`src/rtl/router_input_port.sv`:
```
// Router input stage: DEPTH-entry flit FIFO with registered credit return and
// XY-routed one-hot output-port request for the head flit.
module router_input_port #(
    parameter int unsigned DATA_W = 20,
    parameter int unsigned DEPTH  = 4,
    parameter int unsigned MY_X   = 0,
    parameter int unsigned MY_Y   = 0
) (
    input  logic              clk,
    input  logic              RST,
    input  logic [DATA_W-1:0] in_data,
    input  logic              in_valid,
    output logic              credit_out,
    output logic [DATA_W-1:0] out_data,
    output logic              out_valid,
    output logic [4:0]        out_port,
    input  logic              out_ready,
    output logic              err_overflow
);

    localparam int unsigned PTR_W = (DEPTH > 1) ? $clog2(DEPTH) : 1;
    localparam int unsigned CNT_W = $clog2(DEPTH) + 1;
    localparam logic [PTR_W-1:0] LAST_PTR = PTR_W'(DEPTH - 1);
    localparam logic [CNT_W-1:0] FULL_CNT = CNT_W'(DEPTH);
    localparam logic [2:0] MY_X3 = 3'(MY_X);
    localparam logic [2:0] MY_Y3 = 3'(MY_Y);

    logic [DATA_W-1:0] r_mem [DEPTH];
    logic [PTR_W-1:0]  r_wr_ptr;
    logic [PTR_W-1:0]  r_rd_ptr;
    logic [CNT_W-1:0]  r_count;
    logic              r_credit;
    logic              r_overflow;

    logic              w_full;
    logic              w_push;
    logic              w_pop;
    logic              w_drop;
    logic [2:0]        w_dest_x;
    logic [2:0]        w_dest_y;

    // Fullness is judged on the pre-edge count, so a same-cycle pop never makes room.
    assign w_full = (r_count == FULL_CNT);
    assign w_push = in_valid && !w_full;
    assign w_drop = in_valid && w_full;
    assign w_pop  = out_valid && out_ready;

    always_ff @(posedge clk or posedge RST) begin
        if (RST) begin
            r_wr_ptr   <= '0;
            r_rd_ptr   <= '0;
            r_count    <= '0;
            r_credit   <= 1'b0;
            r_overflow <= 1'b0;
        end else begin
            if (w_push) begin
                r_wr_ptr <= (r_wr_ptr == LAST_PTR) ? '0 : r_wr_ptr + 1'b1;
            end
            if (w_pop) begin
                r_rd_ptr <= (r_rd_ptr == LAST_PTR) ? '0 : r_rd_ptr + 1'b1;
            end
            if (w_push && !w_pop) begin
                r_count <= r_count + 1'b1;
            end else if (w_pop && !w_push) begin
                r_count <= r_count - 1'b1;
            end
            r_credit <= w_pop;
            if (w_drop) begin
                r_overflow <= 1'b1;
            end
        end
    end

    // Storage carries no reset; contents are only visible once count is nonzero.
    always_ff @(posedge clk) begin
        if (w_push) begin
            r_mem[r_wr_ptr] <= in_data;
        end
    end

    assign out_data     = r_mem[r_rd_ptr];
    assign out_valid    = (r_count != '0);
    assign credit_out   = r_credit;
    assign err_overflow = r_overflow;

    assign w_dest_x = out_data[DATA_W-1 -: 3];
    assign w_dest_y = out_data[DATA_W-4 -: 3];

    // X first, then Y; bit0 Local, bit1 East, bit2 West, bit3 North, bit4 South.
    always_comb begin
        out_port = 5'b00000;
        if (out_valid) begin
            if (w_dest_x > MY_X3) begin
                out_port = 5'b00010;
            end else if (w_dest_x < MY_X3) begin
                out_port = 5'b00100;
            end else if (w_dest_y > MY_Y3) begin
                out_port = 5'b01000;
            end else if (w_dest_y < MY_Y3) begin
                out_port = 5'b10000;
            end else begin
                out_port = 5'b00001;
            end
        end
    end

endmodule

```
`config.mk`:
```
export PLATFORM = sky130hd
export DESIGN_NAME = router_input_port
export DESIGN_NICKNAME = d
export VERILOG_FILES = /design/src/rtl/router_input_port.sv
export SDC_FILE = /design/constraint.sdc
export NUM_CORES = 1
export LEC_CHECK = 0
export CORE_ASPECT_RATIO = 0.7
export CORE_MARGIN = 2
export CORE_UTILIZATION = 48
export CTS_CLUSTER_DIAMETER = 50
export CTS_CLUSTER_SIZE = 20
export DETAILED_ROUTE_END_ITERATION = 10
export PLACE_DENSITY = 0.72
export SETUP_SLACK_MARGIN = 0.2
export SLEW_MARGIN = 10
export SYNTH_ARGS = -nofsm -noshare
export SYNTH_HDL_FRONTEND = slang
export SYNTH_SLANG_ARGS = --single-unit
```
`constraint.sdc`:
```
create_clock -name clk -period 3.9 [get_ports clk]
set_input_delay 0.78 -clock clk [delete_from_list [all_inputs] [get_ports clk]]
set_output_delay 0.78 -clock clk [all_outputs]
set_load 0.02 [all_outputs]
```
==> flow_summary.yaml, run 1 <==
worst_setup_path:
  cp_data_required_time_ns: 3.12
  reg_to_reg_startpoint: "r_count[0]"
  timing.critical_path.from: "r_rd_ptr[0]"
  worst-endpoint-arrival_ns: 2.74
  top_fanout_value_on_the_critical_path: 8
  r2r_slack_ns: 1.58
  cp_launch_type: "register"
  endpoint_kind: "output port"
  critical_path_class: "reg -> out"
min_path:
  holdCritPathClass: "reg -> reg"
  hold_path_startpoint: "err_overflow"
grt:
  largest_net_degree_at_the_start_of_global_routing: 21
  groute.usage.overall: 0.166
  global_route_wire_length_before_repair_mm: 9.29
  first_global_vias: 1827
  gr-total-overflow: 0
  antenna_violations_before_repair: 0
yosys:
  synth_sequential_area_ratio: 0.759
  synth.yosys.warnings: 0
  flop_and_latch_count_out_of_synthesis: 89
  synth_compound_gate_area_share: 0.00470
  synth.area.top_cells: "edfxtp_1, mux4_2, dfrtp_1"
  avgSynthCellArea_um2: 22.5
  share_of_cell_area_taken_by_muxes_after_synthesis: 0.155
  synth.largest_area_cell: "edfxtp_1"
  synthXorXnorAreaFrac: 0.00759
  synth_top_family_by_area: "multiplexers"
  synth_cell_types: 24
  netlist_area_mm2: 0.00346
  syn_inst: 154
  synth_simple_gate_area_share: 0.0264
  synth-adder-area-share: 0.0275
  yosysTopAreaCellShare: 0.694
timing:
  rsz_0062_raised_after_global_routing: "false"
  worstMarginPinSlew_ns: 0.682
  hold_viol: 0
  post-route-worst-setup-slack_ns: 0.385
  final_max_slew_viol_count: 0
  maxSlewHeadroom: 0.545
  period_minus_slack_ns: 3.52
  number_of_setup_violations_in_the_final_report: 0
  timing.clock.skew_ns: 0.00980
  timing.final.crit_share: 0.901
  maximum_achievable_frequency_ghz: 0.284
  fin_tns_setup_ns: 0
pwr:
  share_seq_of_total_power: 0.430
  power.share.combinational: 0.392
  total_power_w: 0.00322
  sw_frac_of_total: 0.315
  clock_share_of_power: 0.178
  total_leakage_power_nw: 1.48
  power_density_mw_per_mm2: 753
  power.ir.vdd_worst_v: 0.000359
  total_switching_power_w: 0.00101
  power_report.internal_total_w: 0.00220
route:
  detail-route-antenna-nets: 0
  drc: 0
  avgViaCountPerCell: 5.23
  drt-wirelength-per-cell_um: 18.6
  first_pass_iters: 5
  wl_mm: 5.89
  vias: 1653
  drt_first_iter_violations: 101
die:
  num_rows: 25
  die_height_um: 75.0
  x_dimension_of_the_die_um: 105
  die_area_mm2: 0.00791
  core_area_mm2: 0.00685
  design.portCount: 52
  initial_utilization: 0.505
placement:
  dp_slack_ns: 0.642
  gp_routability_congestion: 0.740
  port-buffer-count: 49
  detailedPlacementHpwl_mm: 4.01
layout:
  fin_nets: 248
  layout.cells.most_common_list: "edfxtp_1, clkdlybuf4s50_1, mux4_2"
  final_common_cell: "edfxtp_1"
  layout_area_growth_over_synthesis_pct: 23.5
  diodes: 0
  post_route_cells_drive_above_1_share: 0.189
cts:
  cts.reportedPaths.clkPinSlew_ns: 0.08
  clock_insertion_delay_worst_skew_ns: 0.34
  cts.root.buffer_cell: "clkbuf_8"
  clock_sinks: 89
  holdBufCountCts: 0
  tritoncts: "done"
  ctsHtreeMaxLevel: 3
  max-clock-path-buffers: 2
  cts_buffers: 9
run_status:
  status: "finished, final reports clean"
flow_run:
  drv.max_cap_violation_count: 0
-- Yosys cell counts --
| cell type | instances |
|---|---|
| a21boi_1 | 1 |
| a31o_2 | 1 |
| and2_1 | 4 |
| and3_1 | 1 |
| buf_1 | 1 |
| buf_2 | 2 |
| buf_4 | 2 |
| buf_6 | 1 |
| conb_1 | 1 |
| dfrtp_1 | 9 |
| edfxtp_1 | 80 |
| fa_1 | 1 |
| ha_1 | 6 |
| inv_1 | 6 |
| mux2_2 | 5 |
| mux4_1 | 8 |
| mux4_2 | 12 |
| nand2_1 | 1 |
| nor2_1 | 5 |
| nor3_1 | 1 |
| nor3_2 | 2 |
| nor3b_2 | 1 |
| xnor2_1 | 1 |
| xor2_1 | 2 |
-- worst max-delay path, stage by stage, from the launching register on --
cell and delay, ns:
dfrtp_2 0.45, buf_4 0.21, mux4_1 0.60, nor3_2 0.32
and3_1 0.19, clkdlybuf4s50_1 0.61
-- registers in the layout (all words and copies together), names as in the netlist --
register / cells
r_rd_ptr: 2
r_count: 3
r_mem: 80
err_overflow: 1
r_wr_ptr: 2
credit_out: 1
-- repair_timing --
action | in CTS | in global routing
resized for setup | 0 | 1
setup buffers | 0 | 0
endpoints found under the setup margin | 0 | 2
-- power groups by stage --
stage | clock [W] | sequential (W) | combinational, W
final | 0.000572 | 0.00139 | 0.00126
after global routing | 0.000623 | 0.00141 | 0.00135
after CTS | 0.000589 | 0.00139 | 0.00129
after detailed placement | 0 | 0.00141 | 0.00128
after global placement | 0 | 0.00139 | 0.00124
after floorplan | 0 | 0.00136 | 0.000776
-- cell families after synthesis --
family | count (synthesis)
AOI/OAI and AO/OA | 2
xor gates and xnor gates | 3
and+or+nand+nor | 15
DFF | 89
adders and majority gates | 7
muxes | 25
other | 1
buffers and inverters | 12
-- through the flow --
stage | utilization | hold WS [ns] | area (µm²) | std cells
floorplan | - | 0.484 | 3460 | 155
global placement | 0.597 | 0.450 | 4090 | 300
detailed placement | 0.597 | 0.469 | 4090 | 300
CTS | 0.623 | 0.484 | 4270 | 316
global route | 0.624 | 0.510 | 4270 | 316
finish | 0.624 | 0.474 | 4270 | 316
-- path summary, 6_finish.rpt --
kind | endpoint | depth (start not counted)
worst min register to register | err_overflow | 1
min in group asynchronous | r_count[1] | 2
max in group asynchronous | r_rd_ptr[0] | 2
worst min-delay path | err_overflow | 1
worst max register to register | r_count[2] | 9
worst max-delay path | out_port[0] | 5
-- per-layer routing --
metal  vias to the layer above  routed length [µm]  track usage
met5                         -                   0            0
met4                         0                  61       0.0459
met3                         6                 370       0.0658
met2                        50                2940        0.279
met1                       850                2510        0.205
li1                        747                   -            -
-- area by class of cell --
type,count,area [µm²]
well taps,94,118
fillers,495,2580
clock inverters,4,43.8
clock buffers,12,135
flip-flops and latches,89,2630
multi-input cells,54,773
inverters,6,22.5
repair buffers,57,551
(Power assumes the default switching activity.)
==> run 2: changes to the inputs <==
Settings changed: CORE_MARGIN 2 to unset, CTS_CLUSTER_SIZE 20 to 24.
==> run 2 against run 1 <==
Compared with the run above:
- highest routed layer unchanged
- combinational power hardly changed
- critical path type unchanged
- clock-buffer cell count is 2 lower
- routed wire length decreased by 1.8%
==> flow_summary.yaml, run 2 (synthesized netlist as in run 1, its figures left out) <==
timing:
  worstMarginPinSlew_ns: 0.599
  rsz_0062_raised_after_global_routing: "false"
  fin_tns_setup_ns: 0
  number_of_setup_violations_in_the_final_report: 0
  final_max_slew_viol_count: 0
  maximum_achievable_frequency_ghz: 0.285
  timing.clock.skew_ns: 0.00781
  period_minus_slack_ns: 3.51
  hold_viol: 0
  timing.final.crit_share: 0.900
  maxSlewHeadroom: 0.601
layout:
  layout_area_growth_over_synthesis_pct: 24.8
  final_common_cell: "edfxtp_1"
  largest_register: "r_mem"
  layout.cells.most_common_list: "edfxtp_1, clkdlybuf4s50_1, mux4_2"
  fin_nets: 247
  finish.cell_count_without_fillers: 315
  post_route_cells_drive_above_1_share: 0.195
  largest_reg_flops: 80
  diodes: 0
  top_regs: "r_mem (80), r_count (3)"
worst_setup_path:
  r2r_slack_ns: 1.58
  crit_path_max_incr_delay_ns: 0.73
  worstSetupEndpoint: "out_port[3]"
  critical_path_class: "reg -> out"
  endpoint_kind: "output port"
  critPathBufInv: 2
  worst_r2r_path_depth: 9
  critical_path.top_delay_family: "buffers and inverters"
  timing.critical_path.from: "r_rd_ptr[1]"
  cp_launch_type: "register"
  reg2reg_to: "r_count[2]"
  timing.critical_path.slowest_stage_cell: "dfrtp_1"
  reg_to_reg_startpoint: "r_count[0]"
  worst-endpoint-arrival_ns: 2.73
  top_fanout_value_on_the_critical_path: 14
  worstPathCellList: "buf_4 > mux4_2 > nor3_2 > nor3b_2 > clkdlybuf4s50_1"
  cp_data_required_time_ns: 3.12
  critical_path_cell_count: 5
cts:
  max-clock-path-buffers: 2
  tritoncts: "done"
  clock_sinks: 89
  ctsHtreeMaxLevel: 3
  cts_buffers: 9
  holdBufCountCts: 0
  cts.reportedPaths.clkPinSlew_ns: 0.08
  clock_insertion_delay_worst_skew_ns: 0.34
  cts.root.buffer_cell: "clkbuf_8"
placement:
  port-buffer-count: 49
  post-place-cells: 299
  gp_routability_congestion: 0.697
  detailedPlacementHpwl_mm: 3.99
pwr:
  clock_share_of_power: 0.214
  power.ir.vdd_worst_v: 0.000478
  sw_frac_of_total: 0.307
  total_switching_power_w: 0.00103
  power.share.combinational: 0.370
  share_seq_of_total_power: 0.416
  total_leakage_power_nw: 1.50
  power_density_mw_per_mm2: 776
  power_report.internal_total_w: 0.00232
die:
  x_dimension_of_the_die_um: 103
  die_area_mm2: 0.00756
  die_height_um: 73.0
  num_rows: 25
  initial_utilization: 0.505
  core_area_mm2: 0.00685
  design.portCount: 52
grt:
  global_route_wire_length_before_repair_mm: 8.93
  antenna_violations_before_repair: 0
  gr-total-overflow: 0
  largest_net_degree_at_the_start_of_global_routing: 21
  first_global_vias: 1775
  groute.usage.overall: 0.171
route:
  drc: 0
  first_pass_iters: 4
  drt_first_iter_violations: 87
  vias: 1651
  avgViaCountPerCell: 5.24
  wl_mm: 5.78
  detail-route-antenna-nets: 0
  drt-wirelength-per-cell_um: 18.4
flow_run:
  drv.max_cap_violation_count: 0
min_path:
  holdCritPathClass: "reg -> reg"
run_status:
  status: "finished, final reports clean"
[run 2: cell count changes in the layout (fill, tap and decap cells not counted), sizes merged]
cell and change:
bufinv +2, clkbuf -2, clkinv -1, clkinvlp +1
buf -1
[run 2: power groups by stage]
stage | registers, W | logic, W | clock network (W)
finish | 0.00140 | 0.00124 | 0.000718
global route | 0.00142 | 0.00132 | 0.000770
CTS | 0.00140 | 0.00126 | 0.000730
detailed placement | 0.00142 | 0.00125 | 0
global placement | 0.00140 | 0.00122 | 0
floorplan | 0.00136 | 0.000776 | 0
[run 2: how the worst min path moves through the flow]
stage	start	end	cells after the start
floorplan	r_count[2]	r_count[2]	1
global placement	err_overflow	err_overflow	1
detailed placement	err_overflow	err_overflow	1
CTS	err_overflow	err_overflow	1
global route	err_overflow	err_overflow	1
finish	err_overflow	err_overflow	1
[run 2: timing repair]
item                                    4_1_cts  5_1_grt
resized for setup                             0        1
setup buffers                                 0        0
endpoints found under the setup margin        0        2
[run 2: per-stage QoR]
stage | power, W | setup WS (ns) | instance area, µm² | utilization | hold slack (ns)
2_1_floorplan | 0.00214 | 1.38 | 3460 | - | 0.484
3_3_place_gp | 0.00262 | 0.662 | 4080 | 0.596 | 0.451
3_5_place_dp | 0.00267 | 0.604 | 4080 | 0.596 | 0.469
4_1_cts | 0.00339 | 0.202 | 4320 | 0.630 | 0.486
5_1_grt | 0.00351 | 0.237 | 4320 | 0.631 | 0.507
6_report | 0.00335 | 0.392 | 4320 | 0.631 | 0.479
[run 2: worst reg2reg max path, cell delays in order (launching register included)]
cell and delay [ns]:
dfrtp_1 0.45, nor3_1 0.41, inv_1 0.14, nand2_1 0.18
ha_1 0.21, inv_1 0.06, fa_1 0.37, xor2_1 0.16
nor2_1 0.12, xor2_1 0.16
[run 2: metal layers]
metal	GRT usage	routed length, µm	up-vias
li1	-	-	747
met1	0.221	2520	846
met2	0.276	2880	49
met3	0.0508	295	9
met4	0.0673	80	0
met5	0	0	-
[run 2: layout make-up]
cell class / instances / area, µm²
repair buffers: 56 / 543
clock inverters: 6 / 106
well taps: 94 / 118
inverters: 6 / 22.5
clock buffers: 10 / 128
multi-input cells: 54 / 773
fillers: 474 / 2530
flip-flops and latches: 89 / 2630
